==> config.mk <==
export PLATFORM = sky130hd
export DESIGN_NAME = alu_issue_ctrl
export DESIGN_NICKNAME = d
export VERILOG_FILES = /design/src/rtl/alu_pkg.sv /design/src/rtl/alu_funct_decode.sv /design/src/rtl/alu_issue_ctrl.sv
export SDC_FILE = /design/constraint.sdc
export NUM_CORES = 1
export LEC_CHECK = 0
export ABC_AREA = 1
export BUFFER_PORTS_ARGS = -buffer_cell sky130_fd_sc_hd__buf_2
export CORE_MARGIN = 2
export CORE_UTILIZATION = 45
export CTS_CLUSTER_DIAMETER = 50
export DETAILED_ROUTE_END_ITERATION = 16
export GPL_TIMING_DRIVEN = 0
export PLACE_DENSITY = 0.86
export SYNTH_ARGS = -nofsm -noshare
export SYNTH_HDL_FRONTEND = slang
export SYNTH_SLANG_ARGS = --single-unit
==> constraint.sdc <==
create_clock -name clk -period 3.8 [get_ports clk]
set_input_delay 0.57 -clock clk [delete_from_list [all_inputs] [get_ports clk]]
set_output_delay 0.57 -clock clk [all_outputs]
set_load 0.005 [all_outputs]
==> src/rtl/alu_pkg.sv <==
// alu_pkg: ALU select encodings, function codes and issue FSM states
package alu_pkg;
  localparam logic [2:0] SEL_ADD = 3'b000;
  localparam logic [2:0] SEL_SUB = 3'b010;
  localparam logic [2:0] SEL_OR  = 3'b011;
  localparam logic [2:0] SEL_AND = 3'b100;
  localparam logic [2:0] SEL_SLT = 3'b101;
  localparam logic [2:0] SEL_MUL = 3'b110;
  localparam logic [2:0] SEL_NOP = 3'b111;
  localparam logic [5:0] FN_ADD = 6'h20;
  localparam logic [5:0] FN_SUB = 6'h22;
  localparam logic [5:0] FN_OR  = 6'h25;
  localparam logic [5:0] FN_AND = 6'h24;
  localparam logic [5:0] FN_SLT = 6'h2A;
  localparam logic [5:0] FN_MUL = 6'h18;
  localparam logic [5:0] FN_NOP = 6'h00;
  typedef enum logic [1:0] {IDLE, EXEC, RESP} state_t;
endpackage

==> src/rtl/alu_funct_decode.sv <==
// alu_funct_decode: maps a function code to an ALU select, flagging unknown codes
module alu_funct_decode
  import alu_pkg::*;
(
  input  logic [5:0] funct,
  output logic [2:0] sel,
  output logic       err
);
  always_comb begin
    sel = funct == FN_ADD ? SEL_ADD :
          funct == FN_SUB ? SEL_SUB :
          funct == FN_OR  ? SEL_OR  :
          funct == FN_AND ? SEL_AND :
          funct == FN_SLT ? SEL_SLT :
          funct == FN_MUL ? SEL_MUL : SEL_NOP;
    err = sel == SEL_NOP && funct != FN_NOP;
  end
endmodule

==> src/rtl/alu_issue_ctrl.sv <==
// alu_issue_ctrl: issues one request at a time to an external ALU and holds its response
module alu_issue_ctrl
  import alu_pkg::*;
#(
  parameter int WIDTH = 32,
  parameter int CNT_W = 16
) (
  input  logic             clk,
  input  logic             rst_n,
  input  logic             req_valid,
  output logic             req_ready,
  input  logic [5:0]       req_funct,
  input  logic [WIDTH-1:0] req_a,
  input  logic [WIDTH-1:0] req_b,
  output logic [2:0]       alu_sel,
  output logic [WIDTH-1:0] alu_op1,
  output logic [WIDTH-1:0] alu_op2,
  input  logic [WIDTH-1:0] alu_res,
  input  logic             alu_zf,
  output logic             rsp_valid,
  input  logic             rsp_ready,
  output logic [WIDTH-1:0] rsp_res,
  output logic             rsp_zf,
  output logic             rsp_err,
  output logic [CNT_W-1:0] op_count
);
  state_t           state, state_n;
  logic [2:0]       dec_sel, sel_q;
  logic             dec_err, err_q, accept;
  logic [WIDTH-1:0] a_q, b_q;
  alu_funct_decode u_dec (.funct(req_funct), .sel(dec_sel), .err(dec_err));
  always_comb begin
    req_ready = state == IDLE || (state == RESP && rsp_ready);
    accept    = req_valid && req_ready;
    rsp_valid = state == RESP;
    alu_sel   = state == EXEC ? sel_q : SEL_NOP;
    alu_op1   = state == EXEC ? a_q : '0;
    alu_op2   = state == EXEC ? b_q : '0;
    state_n   = state == IDLE ? (accept ? EXEC : IDLE) :
                state == EXEC ? RESP :
                rsp_ready ? (req_valid ? EXEC : IDLE) : RESP;
  end
  always_ff @(posedge clk or negedge rst_n)
    if (!rst_n) state <= IDLE;
    else state <= state_n;
  always_ff @(posedge clk or negedge rst_n) begin
    if (!rst_n) begin
      sel_q    <= SEL_NOP;
      err_q    <= 1'b0;
      a_q      <= '0;
      b_q      <= '0;
      rsp_res  <= '0;
      rsp_zf   <= 1'b0;
      rsp_err  <= 1'b0;
      op_count <= '0;
    end else begin
      if (accept) begin
        sel_q <= dec_sel;
        err_q <= dec_err;
        a_q   <= req_a;
        b_q   <= req_b;
      end
      // illegal codes report the nop result regardless of what the ALU returns
      if (state == EXEC) begin
        rsp_res <= err_q ? '0 : alu_res;
        rsp_zf  <= err_q | alu_zf;
        rsp_err <= err_q;
      end
      if (rsp_valid && rsp_ready) op_count <= op_count + 1'b1;
    end
  end
endmodule

Yosys cells after proc, flatten, opt, wreduce, memory -nomap -nowiden. Index checks and enable logic that the tools add are counted.

$add $sub $neg: 1. Muxes and demuxes: 15. Reduce and logical (&&, ||, !) cells: 6. Bitwise logic cells: 1. Eq/ne operators: 9.

Operators with widths (number): $mux W32 (3); $eq A6 B6 Y1 const B (5); $mux W3 (6); $add A16 B1 Y16 const B (1); $eq A6 B5 Y1 const B (1); $mux W2 (3); $reduce_bool A6 Y1 (1); $eq A3 B3 Y1 const B (1); $logic_and A1 B1 Y1 (3); $mux W1 (3); $eq A2 B1 Y1 const B (1); $eq A2 B2 Y1 const B (1); $logic_not A2 Y1 (1); $logic_or A1 B1 Y1 (1); $or A1 B1 Y1 (1).

Register bits after elaboration: 120. Logic and storage cells: 41. Output and inout port bits: 119. Input port bits: 107.

Logic depth before layout (Yosys ltp).
Depth after elaboration: 9. Depth in mapped cells: 9. Gate-level depth less buffers: 8.

Hierarchy. A second synthesis with hierarchy kept.

Cells, all modules: 586. Area total of the unflattened synthesis: 5242.5 sq um.

Modules (own cells, without submodules): alu_issue_ctrl (area an instance 5092.4 sq um, instances 1, sequential area each 3006.6 sq um, cells each 555); alu_funct_decode (area an instance 150.1 sq um, instances 1, sequential area each 0.0 sq um, cells each 31).

Least setup slack after synthesis. No wires, ideal clock.

Path kind: register to output. Start: reg state[0]. End: out alu_op2[21]. Arrival: 1084 ps. Buffers on the path: 2. Setup slack: 2146 ps. Data required time: 3230 ps. Cell stages (with the launch flop): 7. Path through: dfrtp_1 inv_2 nor2_4 inv_2 buf_2 buf_6 nor2_1.

Word-level cells in the longest chain between the ends: 2.

Ends and longest elaborated chain: from (decl) (line alu_issue_ctrl.sv:27) `state_t state, state_n;`; from (signal assigned) (line alu_issue_ctrl.sv:45) `else state <= state_n;`; $eq A2 B1 Y1 (line alu_issue_ctrl.sv:38) `alu_op2 = state == EXEC ? b_q : '0;`; $mux W32 (line alu_issue_ctrl.sv:38); to (decl) (line alu_issue_ctrl.sv:17) `output logic [WIDTH-1:0] alu_op2,`.

Every way passes these cells.

Worst setup path after layout.
Start: reg state[0]. End: out alu_op1[5].

Word-level cells in the longest chain between the ends: 2.

Ends and longest elaborated chain: $eq A2 B1 Y1 (line alu_issue_ctrl.sv:37) `alu_op1 = state == EXEC ? a_q : '0;`; $mux W32 (line alu_issue_ctrl.sv:37); to (decl) (line alu_issue_ctrl.sv:16) `output logic [WIDTH-1:0] alu_op1,`.

Every way passes these cells.

==> run metrics <==
fin crit share between 60% and 70%; area leader, netlist dfrtp_1; critical path fanouts, max 10; postcts setup bufs 0; crit-path max cell delay about 0.44 ns; Post-synth EDFFs 0; full die area between 10,000 and 15,000 um2; Slowest-stage cell, CP buf_1; crit path launch state[0]$_DFF_PN0_; register area share after synthesis 57.7%; area delta synth->final 37.0%; via-per-instance ratio ~4.7; fmax a little over 0.4 GHz; Syn. warnings 0; Final Hold Vio Count 0; CP Launch Type flip-flop; clock root cell clkbuf_16; Starting Density between 40% and 50%; status complete, no violations; largest net degree at the start of global routing between 60 and 70; vias in the first global route between 4,000 and 5,000; reg-to-reg critical path endpoint a_q[14]$_DFFE_PN0P_; DRT iter0 DRCs 201; GR Util met2 38.1%; reg2reg path depth 5; placed insts between 900 and 1,000; max-cap viol count 0; Final setup viols 0; fraction of layout cells with a size suffix above 1 34.7%; CTS Buf Count 17; Core Footprint approximately 11,000 um2; gr ovfl total 0; GR met1 Demand/Resource between 20% and 30%; Worst Hold Margin between 0.1 and 0.15 ns; Yosys cell types 28; fin crit period 2.46 ns; total track usage 21.9%; top cells by area, synth dfrtp_1, nand2_1, inv_1; Post-DP HPWL 9960 um; crit path capture type primary output; Post-Syn Area ~5200 um2; most numerous cell in the Yosys netlist dfrtp_1; pwr dens about 700 nW/um2; clk_lat worst skew 0.40 ns; Post-CTS Resized 0; CTS Hold Buffers Added 0; Routed Antenna Nets 0; HP Class input port to asynchronous set/reset pin; final wirelength 13,300 um; cell count after synthesis roughly 580; worst reg2reg startpoint state[1]$_DFF_PN0_; Vert. Die Dim ~110 um; synth cell count leaders dfrtp_1, nand2_1, inv_1, nor2_1, o21ai_0; final non-filler cell total 983; slew margin rel. between 60% and 70%; design area 7140 um2; crit path kind flip-flop to primary output; clk sinks 120; Nets roughly 930; asr flop ratio synth 100%; clock slew at reported path FFs roughly 0.060 ns; # port buffers roughly 230; first-pass GRT wire length around 22,000 um; I/O pins around 230; CP cell instances inv_2 -> nor2_4 -> inv_2 -> buf_1 -> nor2_1 -> buf_2; Final Max Tran Viols 0; H-tree Lvls 4; Cell Area, Placed between 6000 and 7000 um2; Peak VDD IR approximately 0.00036 V; Pleak between 4 and 5 nW; RSZ-0062 raised after global routing no; CTS tree yes; setup_tns 0 ns; Worst R2R Setup Slack 2.25 ns; Top FF cell, synth dfrtp_1; Clock Skew between 0.01 and 0.015 ns; DR WL/cell between 10 and 15 um; initial antenna violation count 0; DIE WIDTH between 100 and 150 um; via count 4,646; CTS max path bufs 2; drt drc 0; Rows 39; Mapped Avg Cell Area approximately 9 um2; Synth top area share a little under three fifths; Mapped Nets between 600 and 700; M3 GR Usage under 10%; flops & latches, synth 120; worst path required time about 3.2 ns; most used routing layer met2; Worst Max-Slew Pin Slew 0.527 ns; Worst Path Arrival 1.89 ns; GPL Wtd Cong between 0.8 and 0.9; Most common cell on crit path inv_2; 1st-pass router iterations 4
## how the worst max path moves through the flow
stage,endpoint,depth (start not counted)
2_1_floorplan,alu_op2[21],6
3_3_place_gp,rsp_res[20]$_DFFE_PN0P_,1
3_5_place_dp,alu_op1[5],6
4_1_cts,alu_op1[5],6
5_1_grt,alu_op1[2],6
6_report,alu_op1[5],6
## placed cells by master (no fill, tap or decap), drive strengths merged
cell type	n
ha	1
diode	1
a22o	32
o21ai	68
nor2	94
o22ai	1
buf	247
dfrtp	117
dfstp	3
nand2	113
or2	1
bufinv	2
clkbuf	24
nor3	2
inv	97
xnor2	5
xor2	5
nand4	4
nand3	14
clkinvlp	4
clkinv	5
## report_power, final
part           total [mW]  internal [mW]  leakage, nW  switching (mW)
clock                1.59          0.986        0.279           0.601
sequential           1.97           1.75         1.51           0.218
combinational        1.42          0.627         2.23           0.789
## registers in the layout, summed over array words and instances (netlist names)
signal    flops
rsp_zf        1
a_q          32
rsp_res      32
op_count     16
state         2
b_q          32
rsp_err       1
sel_q         3
err_q         1
## worst max-delay path: cells and delay by family, from the launching register on
kind	cells	cell delay [ns]
flops	1	0.42
simple gates	2	0.15
buf+inv	4	0.92
## per-layer routing
layer	share of wire (%)	up-vias
met3	6.9	18
met4	1.4	0
met1	42	2182
li1	-	2292
met5	0	-
met2	50	154
## logic make-up after synthesis
| logic type | share of synthesized area [%] |
|---|---|
| xor gates and xnor gates | 1.68 |
| adders and majority gates | 0.240 |
| and+or+nand+nor | 18.5 |
| buffers and inverters | 9.85 |
| DFF | 57.7 |
| AOI/OAI and AO/OA | 12.0 |
## stage by stage
stage | setup slack, ns | total power, mW | util, %
detailed placement | 1.73 | 3.42 | 57.6
global route | 1.15 | 5.30 | 62.8
floorplan | 2.15 | 2.76 | -
CTS | 1.29 | 5.03 | 62.8
global placement | 0.756 | 3.36 | 57.3
finish | 1.34 | 4.97 | 62.8
## layout make-up
type	count	area [um2]
Buffer	27	160
Clock inverter	14	149
Fill cell	976	4230
Sequential cell	120	3010
Timing Repair Buffer	226	1160
Antenna cell	1	2.50
Inverter	94	353
Clock buffer	18	439
Tap cell	143	179
Multi-Input combinational cell	340	1690
(Power assumes the default switching activity.)
